## src/rtl/uart_tx_scheduler.sv

```systemverilog
// Shares one UART transmitter among N_REQ byte streams: packet-granular round-robin
// arbitration plus sequencing of the UART load (byte_ready) / start (tx_byte) / tx_busy handshake.
module uart_tx_scheduler #(
    parameter int N_REQ         = 3,
    parameter int LOAD_CYCLES   = 2,
    parameter int START_TIMEOUT = 16
) (
    input  logic                       CLK,
    input  logic                       reset,
    input  logic [N_REQ-1:0]           req_valid,
    input  logic [8*N_REQ-1:0]         req_data,
    input  logic [N_REQ-1:0]           req_last,
    output logic [N_REQ-1:0]           req_ready,
    output logic [7:0]                 uart_data,
    output logic                       uart_byte_ready,
    output logic                       uart_tx_byte,
    input  logic                       uart_tx_busy,
    output logic [$clog2(N_REQ)-1:0]   grant_id,
    output logic                       locked,
    output logic                       err_timeout,
    output logic                       sched_busy
);

    // state       | meaning
    // S_IDLE      | arbitrate; grant when UART idle and an eligible requester is valid
    // S_LOAD      | byte_ready high, uart_data stable, LOAD_CYCLES cycles
    // S_START     | one-cycle tx_byte start pulse
    // S_WAIT_BUSY | wait for tx_busy to rise, bounded by START_TIMEOUT
    // S_WAIT_DONE | wait for tx_busy to fall, then update lock / round-robin pointer
    typedef enum logic [2:0] {
        S_IDLE,
        S_LOAD,
        S_START,
        S_WAIT_BUSY,
        S_WAIT_DONE
    } state_t;

    localparam int IDW     = $clog2(N_REQ);
    localparam int CNT_MAX = (LOAD_CYCLES > START_TIMEOUT) ? LOAD_CYCLES : START_TIMEOUT;
    localparam int CW      = $clog2(CNT_MAX + 1);
    localparam logic [IDW:0] N_W = (IDW+1)'(N_REQ);

    state_t           r_state;
    state_t           w_next_state;
    logic [IDW-1:0]   r_rr_ptr;
    logic [IDW-1:0]   r_grant_id;
    logic             r_locked;
    logic             r_last_q;
    logic [7:0]       r_uart_data;
    logic [CW-1:0]    r_cnt;

    logic             w_found;
    logic [IDW-1:0]   w_sel;
    logic [IDW:0]     w_cand;
    logic [7:0]       w_sel_data;
    logic             w_sel_last;
    logic             w_grant;
    logic             w_timeout;
    logic             w_done;
    logic [IDW-1:0]   w_ptr_next;

    // Descending search so the candidate closest to rr_ptr is the one that sticks.
    always_comb begin
        w_found = 1'b0;
        w_sel   = '0;
        w_cand  = '0;
        if (r_locked) begin
            w_sel   = r_grant_id;
            w_found = req_valid[r_grant_id];
        end else begin
            for (int k = N_REQ - 1; k >= 0; k--) begin
                w_cand = {1'b0, r_rr_ptr} + (IDW+1)'(k);
                if (w_cand >= N_W) begin
                    w_cand = w_cand - N_W;
                end
                if (req_valid[w_cand[IDW-1:0]]) begin
                    w_found = 1'b1;
                    w_sel   = w_cand[IDW-1:0];
                end
            end
        end
    end

    always_comb begin
        w_sel_data = '0;
        w_sel_last = 1'b0;
        for (int i = 0; i < N_REQ; i++) begin
            if (w_sel == IDW'(i)) begin
                w_sel_data = req_data[8*i +: 8];
                w_sel_last = req_last[i];
            end
        end
    end

    always_comb begin
        w_next_state = r_state;
        w_grant      = 1'b0;
        w_timeout    = 1'b0;
        w_done       = 1'b0;
        case (r_state)
            S_IDLE: begin
                if (!uart_tx_busy && w_found) begin
                    w_grant      = 1'b1;
                    w_next_state = S_LOAD;
                end
            end
            S_LOAD: begin
                if (r_cnt == '0) begin
                    w_next_state = S_START;
                end
            end
            S_START: begin
                w_next_state = S_WAIT_BUSY;
            end
            S_WAIT_BUSY: begin
                if (uart_tx_busy) begin
                    w_next_state = S_WAIT_DONE;
                end else if (r_cnt == '0) begin
                    w_timeout    = 1'b1;
                    w_next_state = S_IDLE;
                end
            end
            S_WAIT_DONE: begin
                if (!uart_tx_busy) begin
                    w_done       = 1'b1;
                    w_next_state = S_IDLE;
                end
            end
            default: begin
                w_next_state = S_IDLE;
            end
        endcase
    end

    assign w_ptr_next = (r_grant_id == IDW'(N_REQ - 1)) ? '0 : r_grant_id + IDW'(1);

    always_ff @(posedge CLK) begin
        if (reset) begin
            r_state <= S_IDLE;
        end else begin
            r_state <= w_next_state;
        end
    end

    always_ff @(posedge CLK) begin
        if (reset) begin
            r_rr_ptr    <= '0;
            r_grant_id  <= '0;
            r_locked    <= 1'b0;
            r_last_q    <= 1'b0;
            r_uart_data <= '0;
            r_cnt       <= '0;
        end else begin
            case (r_state)
                S_IDLE: begin
                    if (w_grant) begin
                        r_uart_data <= w_sel_data;
                        r_last_q    <= w_sel_last;
                        r_grant_id  <= w_sel;
                        r_cnt       <= CW'(LOAD_CYCLES - 1);
                    end
                end
                S_LOAD: begin
                    if (r_cnt != '0) begin
                        r_cnt <= r_cnt - CW'(1);
                    end
                end
                S_START: begin
                    r_cnt <= CW'(START_TIMEOUT - 1);
                end
                S_WAIT_BUSY: begin
                    if (r_cnt != '0) begin
                        r_cnt <= r_cnt - CW'(1);
                    end
                end
                default: begin
                end
            endcase

            // A timed-out byte ends its packet: the owner loses the lock.
            if (w_timeout || (w_done && r_last_q)) begin
                r_locked <= 1'b0;
                r_rr_ptr <= w_ptr_next;
            end else if (w_done) begin
                r_locked <= 1'b1;
            end
        end
    end

    assign req_ready       = (w_grant && !reset) ? (N_REQ'(1) << w_sel) : '0;
    assign uart_data       = r_uart_data;
    assign uart_byte_ready = (r_state == S_LOAD);
    assign uart_tx_byte    = (r_state == S_START);
    assign grant_id        = r_grant_id;
    assign locked          = r_locked;
    assign err_timeout     = w_timeout && !reset;
    assign sched_busy      = (r_state != S_IDLE);

endmodule
```

## config.mk

```make
export PLATFORM = sky130hd
export DESIGN_NAME = uart_tx_scheduler
export DESIGN_NICKNAME = d
export VERILOG_FILES = /design/src/rtl/uart_tx_scheduler.sv
export SDC_FILE = /design/constraint.sdc
export NUM_CORES = 1
export LEC_CHECK = 0
export CAP_MARGIN = 20
export CORE_ASPECT_RATIO = 0.7
export CORE_MARGIN = 4
export CORE_UTILIZATION = 46
export CTS_CLUSTER_DIAMETER = 80
export DETAILED_ROUTE_END_ITERATION = 12
export PLACE_DENSITY = 0.82
export SETUP_SLACK_MARGIN = 0.4
export SLEW_MARGIN = 10
export SYNTH_ARGS = -nofsm -noshare
export SYNTH_HDL_FRONTEND = slang
export SYNTH_SLANG_ARGS = --single-unit
```

## constraint.sdc

```tcl
create_clock -name CLK -period 2.75 [get_ports CLK]
set_input_delay 0.4125 -clock CLK [delete_from_list [all_inputs] [get_ports CLK]]
set_output_delay 0.4125 -clock CLK [all_outputs]
set_load 0.1 [all_outputs]
```

==> results.md <==
- Die area: 4500 µm²
- Post-route insts no fill: ~300
- Number of placed I/O pins: 51
- Max Cap Viol: 0
- Slew Limit Fails: 0
- Synth Instances: 186
- RSZ-0062 raised after global routing: true
- Worst-case hold slack: 0.469 ns
- Most frequent cell on the critical path: buf_4
- Reg2Reg Setup Slack: roughly 0.35 ns
- Iteration-0 DRC Markers: a little under 70
- Top post-synthesis cells by area: dfxtp_1 (28%), a221oi_2 (7.5%), a21oi_1 (5.0%)
- Slew margin rel.: 58.2%
- Leak: 0.00100 µW
- CTS clk-pin slew, worst paths: 0.08 ns
- Total Routed Length: between 4000 and 5000 µm
- Clk Latency, worst-skew pair: 0.27 ns
- Reg2reg start: r_rr_ptr[0]$_SDFFE_PP0P_
- DRC: 0
- Post-synth ARST share: 0%
- Share of layout cells above drive strength 1: 39.0%
- Sink Count: 22
- Num CTS Buffers: 3
- HP Class: reg2reg
- Pwr/cell area: ~600 nW/µm²
- Total number of vias: 1687
- Maximum vdd ir drop: 395 µV
- DR vias/cell: 5.66
- Post-route cell area: 2560 µm²
- Seq cells post-synth: 22
- Worst Reg-to-Reg Cells: 12
- Cell with the most instances after synthesis: dfxtp_1
- Commonest cells in the netlist: dfxtp_1 (22), inv_1 (20), a21oi_1 (16), nor2_1 (13)
- Tot Pwr: 1530 µW
- Main synth FF type: dfxtp_1
- EDFF count, synth: 0
- Synthesis warning total: 0
- Slowest-stage cell, CP: dfxtp_4
- CP arrival: 2.16 ns
- Post-synth top area share: 27.6%
- CP Launch Type: flip-flop
- Final hold vios: 0
- Layout Nets: 290
- Origin of the worst min-delay path: uart_data[7]$_SDFFE_PP0P_
- Tightest Pin Transition: 0.625 ns
- # diodes: 0
- Dominant cell type by area after synthesis: dfxtp_1
- R2r endpoint: uart_data[5]$_SDFFE_PP0P_
- Worst path max stage delay: 0.37 ns
- Hold EP: uart_data[7]$_SDFFE_PP0P_
- Worst hold stages: 2
- Syn_nets: 224
- CTS Buffer Depth: 2
- H-tree level count: 1
- Core Region: about 3200 µm²
- Die Wd: slightly below 80 µm
- CP bufs+invs: 4
- CTS tree: done
- Crit path time final: 2.57 ns
- Placed cell count: between 200 and 300
- Sequential area share after synthesis: 27.6%
- CP top delay family: compound AO/OA/AOI/OAI gates
- Tcrit/Tclk final: 93.6%
- Distinct cell type count after synthesis: 50
- CP Cell Sequence: inv_2 > ha_4 > buf_4 > a22o_1 > a211o_1 > a21o_1 > nand3b_4 > buf_4 > nor4_4 > buf_12
- Post-route ant nets: 0
- DP HPWL: 3530 µm
- Total track usage: 21.3%
- Syn avg cell area: 8.59 µm²
- Area growth from synthesis to layout: 60.1%
- GPL Wtd Cong: between 0.9 and 1
- Synthesized area: around 1600 µm²
- Critical path class: reg2out
- Status: completed
- Placed inst area: 2290 µm²
- Grt total ovfl: 0
- Worst Path Max Fanout: 6
- Port Buffers: 50
- First-pass GRT wire length: 7570 µm
- Rows: 17
- Clk_skew: 0.00528 ns
- Setup crit end kind: output pin
- Clock root buffer: clkbuf_8
- Max Clock Freq: between 300 and 400 MHz
- Initial DRT Pass Iterations: 4
- Largest net degree at the start of global routing: 13
- Avg WL per Cell: around 17 µm
- Final Core Density: 79.1%
- Vias in the first global route: approximately 1500
- Finish-stage setup viols: 0
- Initial core utilization: 49.4%
- Die Span Y: 57.3 µm
- CP required: around 2.3 ns
- Antenna violations before repair: 0
[metal layers]
| metal | wire length (µm) | GRT usage (%) |
|---|---|---|
| met3 | 271 | 4.57 |
| met1 | 2190 | 28.9 |
| met2 | 2460 | 34.4 |
| met5 | 0 | 0 |
| met4 | 65 | 5.74 |
[final cells by class]
class	count	area, µm²
clock buffers	4	55.1
fillers	207	674
inverters	20	77.6
multi-input cells	133	1220
flip-flops and latches	22	457
well taps	47	58.8
repair buffers	72	689
[worst register-to-register path, cell delays in order (launching register included)]
cell and delay [ns]:
dfxtp_4 0.38, inv_4 0.05, ha_4 0.25, nor2b_1 0.13, o211ai_1 0.28, o221ai_4 0.23, buf_6 0.16, buf_6 0.10
buf_8 0.13, a21oi_4 0.15, buf_6 0.15, a21oi_2 0.06, a221oi_2 0.24
[cell usage in the layout, fill, tap and decap left out, drive strengths merged, types with 3 or more instances in the layout]
master,Yosys,layout
a21oi,18,18
mux2,9,9
inv,20,20
mux2i,4,4
a31oi,3,3
a211oi,3,3
o21ai,7,7
buf,6,40
dlygate4sd2,0,3
ha,5,5
nand2,11,11
a211o,3,3
nor3,4,4
nor4b,3,3
dfxtp,22,22
nor2,13,13
a221oi,9,9
nand3,11,11
clkbuf,5,4
clkdlybuf4s50,0,29
[kinds of logic after synthesis]
group	synth area share, %
AOI/OAI and AO/OA	30.8
adders and majority gates	3.92
buffers and inverters	8.46
DFF	27.6
muxes	8.85
and+or+nand+nor	20.4
[repair_timing]
item	in CTS	in global routing
pin swaps	5	13
hold buffers	0	0
gates resized for setup	5	25
setup endpoints to repair	5	15
buffers inserted	6	8
gates cloned	0	0
[where the power goes]
part           switching (µW)  total (µW)  internal, µW
clock                     106         234           128
sequential               56.7         424           367
combinational             551         873           322
total                     714        1530           817
[per-stage QoR]
step,TNS (ns),setup WS [ns]
6_report,0,0.176
5_1_grt,0,0.0446
4_1_cts,0,0.189
3_5_place_dp,0,0.0601
3_3_place_gp,0,0.117
2_1_floorplan,-0.368,-0.158
[registers in the layout, indices dropped and copies added (netlist names)]
register	flops
r_last_q	1
r_cnt	5
uart_data	8
grant_id	2
locked	1
r_rr_ptr	2
r_state	3
[worst max path at each step]
stage	from	end	slack [ns]	cells after the start
6_report	r_rr_ptr[1]$_SDFFE_PP0P_	req_ready[0]	0.18	10
5_1_grt	r_rr_ptr[0]$_SDFFE_PP0P_	req_ready[1]	0.04	8
4_1_cts	r_rr_ptr[0]$_SDFFE_PP0P_	req_ready[2]	0.19	7
3_5_place_dp	req_valid[2]	req_ready[1]	0.06	7
3_3_place_gp	req_valid[2]	req_ready[1]	0.12	7
2_1_floorplan	r_rr_ptr[1]$_SDFFE_PP0P_	req_ready[1]	-0.16	9
No activity file was read; power rests on OpenSTA's default activity.
